### src/rtl/maze_pkg.sv
// Shared definitions for the maze grid storage: geometry, coordinate type
// and the default maze image loaded at reset.
package maze_pkg;

  localparam int COORD_W  = 4;
  localparam int MAZE_DIM = 1 << COORD_W;
  localparam int MAZE_CELLS = MAZE_DIM * MAZE_DIM;

  typedef logic [COORD_W-1:0] coord_t;

  // Default reset image: all cells free. Bit index = y*MAZE_DIM + x.
  localparam logic [MAZE_CELLS-1:0] DEFAULT_MAZE = '0;

  // Linear cell index for a (x, y) coordinate pair: row-major, {y, x}.
  function automatic logic [2*COORD_W-1:0] cell_index(input coord_t x, input coord_t y);
    return {y, x};
  endfunction

endpackage

### src/rtl/maze_memory.sv
// One-bit-per-cell storage for the maze grid. Cells are flops so the whole
// grid can be restored to a fixed image by the asynchronous reset. Reads
// are registered (one-cycle latency) and see the pre-write cell contents
// when a read and a write hit the same cell on the same edge.
module maze_memory
  import maze_pkg::*;
#(
  parameter int COORD_W = maze_pkg::COORD_W,
  parameter logic [(1 << (2*COORD_W))-1:0] INIT_MAZE = maze_pkg::DEFAULT_MAZE
) (
  input  logic               clk,
  input  logic               rst,
  input  logic               rd,
  input  logic               wr,
  input  logic [COORD_W-1:0] x_pos,
  input  logic [COORD_W-1:0] y_pos,
  input  logic               data_in,
  output logic               data_out
);

  localparam int NCELLS = 1 << (2*COORD_W);

  logic [NCELLS-1:0]    cells_q;
  logic [NCELLS-1:0]    cells_d;
  logic                 data_q;
  logic                 data_d;
  logic [2*COORD_W-1:0] addr;

  // Row-major linear address: bit index = y*DIM + x.
  assign addr = {y_pos, x_pos};

  // Write decoder: only the addressed cell may change, and only when wr=1.
  always_comb begin
    cells_d = cells_q;
    if (wr) begin
      cells_d[addr] = data_in;
    end
  end

  // Read mux: samples the current (pre-write) cell so a same-address
  // read/write returns the old value; holds the last value when rd=0.
  always_comb begin
    data_d = data_q;
    if (rd) begin
      data_d = cells_q[addr];
    end
  end

  // Grid and read-data registers; reset reloads the maze image and clears data.
  always_ff @(posedge clk or posedge rst) begin
    if (rst) begin
      cells_q <= INIT_MAZE;
      data_q  <= 1'b0;
    end else begin
      cells_q <= cells_d;
      data_q  <= data_d;
    end
  end

  assign data_out = data_q;

endmodule

### config.mk
export PLATFORM = sky130hd
export DESIGN_NAME = maze_memory
export DESIGN_NICKNAME = d
export VERILOG_FILES = /design/src/rtl/maze_pkg.sv /design/src/rtl/maze_memory.sv
export SDC_FILE = /design/constraint.sdc
export NUM_CORES = 1
export LEC_CHECK = 0
export CAP_MARGIN = 10
export CORE_AREA = 2 2 148 186
export CTS_BUF_LIST = sky130_fd_sc_hd__clkbuf_2 sky130_fd_sc_hd__clkbuf_4 sky130_fd_sc_hd__clkbuf_8
export DETAILED_ROUTE_END_ITERATION = 7
export DIE_AREA = 0 0 150 188
export PLACE_DENSITY = 0.64
export SLEW_MARGIN = 20
export SYNTH_ARGS = -nofsm -noshare
export SYNTH_HDL_FRONTEND = slang
export SYNTH_SLANG_ARGS = --single-unit
### constraint.sdc
create_clock -name clk -period 17.6 [get_ports clk]
set_input_delay 3.52 -clock clk [delete_from_list [all_inputs] [get_ports clk]]
set_output_delay 3.52 -clock clk [all_outputs]
set_load 0.03 [all_outputs]
==> results of run 1 <==
report_power, final:
part           switching, mW  total (mW)  internal (mW)
sequential            0.0140       0.633          0.619
clock                  0.233       0.553          0.320
combinational         0.0675       0.115         0.0473
total                  0.314        1.30          0.987
cells in the mapped netlist (3+ instances only):
cell	n
mux2i_1	28
mux2_1	7
and2_1	4
a22o_1	3
nand3_1	26
a22oi_1	18
o2111ai_1	4
nor2b_1	8
nand4_1	5
buf_2	19
dfrtp_1	257
nand2_1	66
nor2_1	243
mux2_2	249
inv_1	4
a21oi_1	4
clkbuf_1	56
buf_4	8
mux4_2	53
buf_6	6
nor3_1	3
o211ai_1	3
flip-flops by register name, summed over array words and instances, names as in the netlist:
register  flops
cells_q     256
data_out      1
critical path, delay by kind of cell:
family	cells	cell delay [ps]
simple gates	3	1850
buf+inv	3	1210
mux	1	350
metrics by stage:
| step | instances | utilization, % | worst slack [ps] |
|---|---|---|---|
| floorplan | 1093 | - | 7010 |
| global placement | 1371 | 50.0 | 10510 |
| detailed placement | 1371 | 50.0 | 10420 |
| CTS | 1440 | 53.4 | 10970 |
| global route | 1440 | 53.4 | 10780 |
| finish | 1440 | 53.4 | 11040 |
layout make-up:
class,instances,area [µm²],share of cell area [%]
clock buffer,68,861,6.08
timing repair buffer,23,205,1.45
clock inverter,1,30.0,0.212
tap,345,432,3.05
multi-input combinational,742,6170,43.6
inverter,4,22.5,0.159
sequential,257,6430,45.5
final timing paths:
check | from | end | slack [ps] | cells after the start
max | x_pos[0] | cells_q[153] | 11040 | 7
min | cells_q[17] | cells_q[17] | 480 | 1
max reg2reg | cells_q[158] | data_out | 15390 | 7
min reg2reg | cells_q[17] | cells_q[17] | 480 | 1
max in group asynchronous | rst | cells_q[242] | 12000 | 4
min in group asynchronous | rst | cells_q[47] | 3520 | 2
per-layer routing:
layer	vias up	wire, µm	global-route usage [%]
met2	226	15200	37.0
met5	-	0	0
met1	4337	14400	34.0
met3	74	1490	3.31
li1	3779	-	-
met4	0	1130	8.49
cells by family after synthesis:
| family | synth area share, % |
|---|---|
| muxes | 33.3 |
| buffers and inverters | 3.58 |
| AOI/OAI and AO/OA | 2.66 |
| DFF | 49.2 |
| and+or+nand+nor | 11.2 |
==> impl_metrics.ini, run 1 <==
[run_status]
status = complete, no violations

[yosys]
yosysWarnings = 0
async_flop_share_pct = 100
synth-seq-cells = 257
synth-edff-count = 0
synth_nets = 1106
yosysTopAreaCell = dfrtp_1
synth_cells = 1093
synth_area_leaders = dfrtp_1 49%, mux2_2 21%, mux4_2 9.1%
synth_flop_cell = dfrtp_1
synth_area_per_cell_um2 = 12.0
syn_area_um2 = 13100
synth_top_area_share_pct = 49.2
ys_seq_area_share_pct = 49.2
synth_cell_types = 38

[worst_hold_path]
hold_class = register to register

[clock_network]
root_buffer = clkbuf_8
cts_hold_buffers = 0
postCtsSetupBuffers = 0
clock_path_buffers = 3
cts_made_buffers = 42
cts_tree = done
clk_latency_ps = 550
clk_pin_slew_worst_paths_ps = 60
cts_resized = 0
h-tree-depth = 2
clock-sinks = 257

[worst_setup_path]
crit_fanout = 38
slowest_stage = nand3_1
critPathLaunchType = primary input
path_class = primary input to register
slowest_delay_ps = 810
worstPathRequired_ps = 18020
critPathArrivalTime_ps = 6970
crit_path_end_kind = register
path_cells = buf_4 > buf_4 > inv_1 > nor2_1 > nand3_1 > nor2_1 > mux2_2

[finish]
final_cell_mix = 257 x dfrtp_1, 249 x mux2_2, 243 x nor2_1
syn_to_final_growth_pct = 8.30
final_common_cell = dfrtp_1
diodes = 0
design_area_um2 = 14100
fillCellCount = 2353
nNetsFinal = 1083
layout-drive-gt1-share_pct = 35.8

[floorplan]
core-area_um2 = 26500
pin_count = 14
die_h_um = 188
die_w_um = 150
initial_core_util_pct = 49.3
dieArea_um2 = 28200
rows = 67

[job]
maxCapViolations = 0

[sta]
fin_crit_ps = 6560
worst_pin_slew_ps = 1150
rsz0062_at_grt = no
finClkSkew_ps = 25.1
finalHoldViolCount = 0
slew_viol_final = 0
slew_headroom_pct = 23.0
setup_viol = 0
holdWs_ps = 484
fin_tns_setup_ps = 0
maxClockFrequency_mhz = 153
min_period_over_period_pct = 37.3

[power]
worst_ir_drop_vdd_v = 0.0000614
p_per_area_nw_per_um2 = 92.0
power_leakage_nw = 6.38
total_power_mw = 1.30

[routing]
drt-initial-drc-count = 612
drt_pass1_iterations = 5
drtAntennaViolNets = 0
drc_errors = 0
vias = 8416
wl_per_cell_um = 22.4
via_per_inst = 5.84
wl_mm = 32.3

[global_route]
grt_max_degree = 158
gr-total-overflow = 0
grt_pass1_wl_mm = 51.1
grt_pass1_vias = 8649
antenna_found_initial = 0
grt_use_total_pct = 23.7

[place]
port_buffers = 13
placed_area_um2 = 13300
routabilityCongestion = 0.802
dp_hpwl_mm = 18.8
Note: power is estimated with default switching activity, not from simulation.
==> run 2: changes to the inputs <==
==> constraint.sdc (replaced) <==
create_clock -name clk -period 6.55 [get_ports clk]
set_input_delay 1.31 -clock clk [delete_from_list [all_inputs] [get_ports clk]]
set_output_delay 1.31 -clock clk [all_outputs]
set_load 0.03 [all_outputs]
==> run 2 against run 1 <==
First-iteration DRC count grew 7.0%. Setup slack worse by 8600 ps. Cell count unchanged. Sequential cell count unchanged. Global-route usage fell by 0.23 points. Final area is 0.16% lower. Clock skew shrank 15 ps. Critical path depth decreased by 1. Count of clock-buffer cells in the layout fell by 2.
==> impl_metrics.ini, run 2 (synthesized netlist as in run 1, its figures left out) <==
[floorplan]
pin_count = 14
die_h_um = 188
rows = 67
dieArea_um2 = 28200
die_w_um = 150
core-area_um2 = 26500
initial_core_util_pct = 49.3

[finish]
nNetsFinal = 1084
design_area_um2 = 14100
final_common_cell = dfrtp_1
layout-drive-gt1-share_pct = 35.7
syn_to_final_growth_pct = 8.13
diodes = 0
stdcell_count = 1440
regMostFlops = cells_q
largest_reg_flops = 256
final_cell_mix = 257 x dfrtp_1, 249 x mux2_2, 243 x nor2_1

[sta]
setup_viol = 0
finalHoldViolCount = 0
finClkSkew_ps = 9.77
holdWs_ps = 490
fin_crit_ps = 4090
min_period_over_period_pct = 62.5
slew_headroom_pct = 30.8
maxClockFrequency_mhz = 244
slew_viol_final = 0
fin_tns_setup_ps = 0
worst_pin_slew_ps = 1040
rsz0062_at_grt = no

[clock_network]
cts_tree = done
clock-sinks = 257
postCtsSetupBuffers = 0
h-tree-depth = 2
cts_hold_buffers = 0
cts_resized = 0
cts_made_buffers = 42
root_buffer = clkbuf_8
clock_path_buffers = 3
clk_latency_ps = 570
clk_pin_slew_worst_paths_ps = 60

[power]
combinationalPowerShare_pct = 8.9
p_per_area_nw_per_um2 = 245
worst_ir_drop_vdd_v = 0.000136
pwr-share-clk_pct = 41.9
power_leakage_nw = 6.36
swShare_pct = 24.7
p_int_mw = 2.60
seqPwrFrac_pct = 49.2
power.switching_uw = 855

[worst_setup_path]
worstPathRequired_ps = 6990
path_class = primary input to register
critPathLaunchType = primary input
crit_fanout = 33
crit_path_end_kind = register
critPathArrivalTime_ps = 4530

[global_route]
antenna_found_initial = 1
grt_pass1_vias = 8724
grt_max_degree = 177
grt_pass1_wl_mm = 51.1
gr-total-overflow = 0
grt_use_total_pct = 23.5

[place]
port_buffers = 13
routabilityCongestion = 0.813
placed_area_um2 = 13300
placedCellCount = 1372
dp_hpwl_mm = 18.9

[routing]
drt-initial-drc-count = 655
wl_mm = 31.6
drtAntennaViolNets = 0
drt_pass1_iterations = 5
via_per_inst = 5.86
vias = 8434
wl_per_cell_um = 21.9
drc_errors = 0

[worst_hold_path]
hold_class = register to register

[job]
maxCapViolations = 0

[run_status]
status = complete, no violations
==> run 2: cell count changes in the layout (fill, tap and decap cells not counted), sizes merged <==
| cell | change |
|---|---|
| buf | +1 |
| bufinv | -1 |
| clkbuf | -2 |
| clkinvlp | +2 |
| clkinv | +1 |
| inv | -1 |
==> run 2: final cells by class <==
cell class | count | area [µm²]
Fill cell | 2297 | 12400
Sequential cell | 257 | 6430
Multi-Input combinational cell | 742 | 6160
Clock buffer | 66 | 846
Tap cell | 345 | 432
Timing Repair Buffer | 24 | 221
Inverter | 4 | 18.8
Clock inverter | 2 | 12.5
==> run 2: worst max-delay path, stage by stage <==
cell     delay [ps]
buf_4           490
inv_1           230
nor2_1          830
nand3_1         940
nor2_1          330
mux2_2          370
==> run 2: power by group through the flow <==
stage               clock (mW)  sequential (mW)  combinational (mW)
floorplan                    0             1.72               0.236
global route              1.54             1.71               0.335
global placement             0             1.73               0.308
detailed placement           0             1.73               0.311
finish                    1.45             1.70               0.307
CTS                       1.48             1.70               0.312
==> run 2: stage by stage <==
step / power [mW] / worst slack [ps] / util, %
2_1_floorplan: 1.96 / 1850 / -
3_3_place_gp: 2.03 / 1880 / 50.1
3_5_place_dp: 2.04 / 1930 / 50.1
4_1_cts: 3.49 / 2510 / 53.3
5_1_grt: 3.58 / 2260 / 53.3
6_report: 3.46 / 2460 / 53.3
==> run 2: routing by layer <==
| layer | track usage (%) | wire (µm) |
|---|---|---|
| met1 | 33.3 | 14000 |
| met2 | 36.9 | 15100 |
| met3 | 4.18 | 1650 |
| met4 | 7.33 | 842 |
| met5 | 0 | 13 |
==> run 2: final timing paths <==
path,start,slack (ps),cells past startpoint,to
worst max-delay path,x_pos[0],2460,6,cells_q[229]
worst min-delay path,cells_q[16],490,1,cells_q[16]
worst max register to register,cells_q[159],4390,7,data_out
worst min register to register,cells_q[16],490,1,cells_q[16]
max in group asynchronous,rst,4220,3,cells_q[132]
min in group asynchronous,rst,1050,2,cells_q[29]
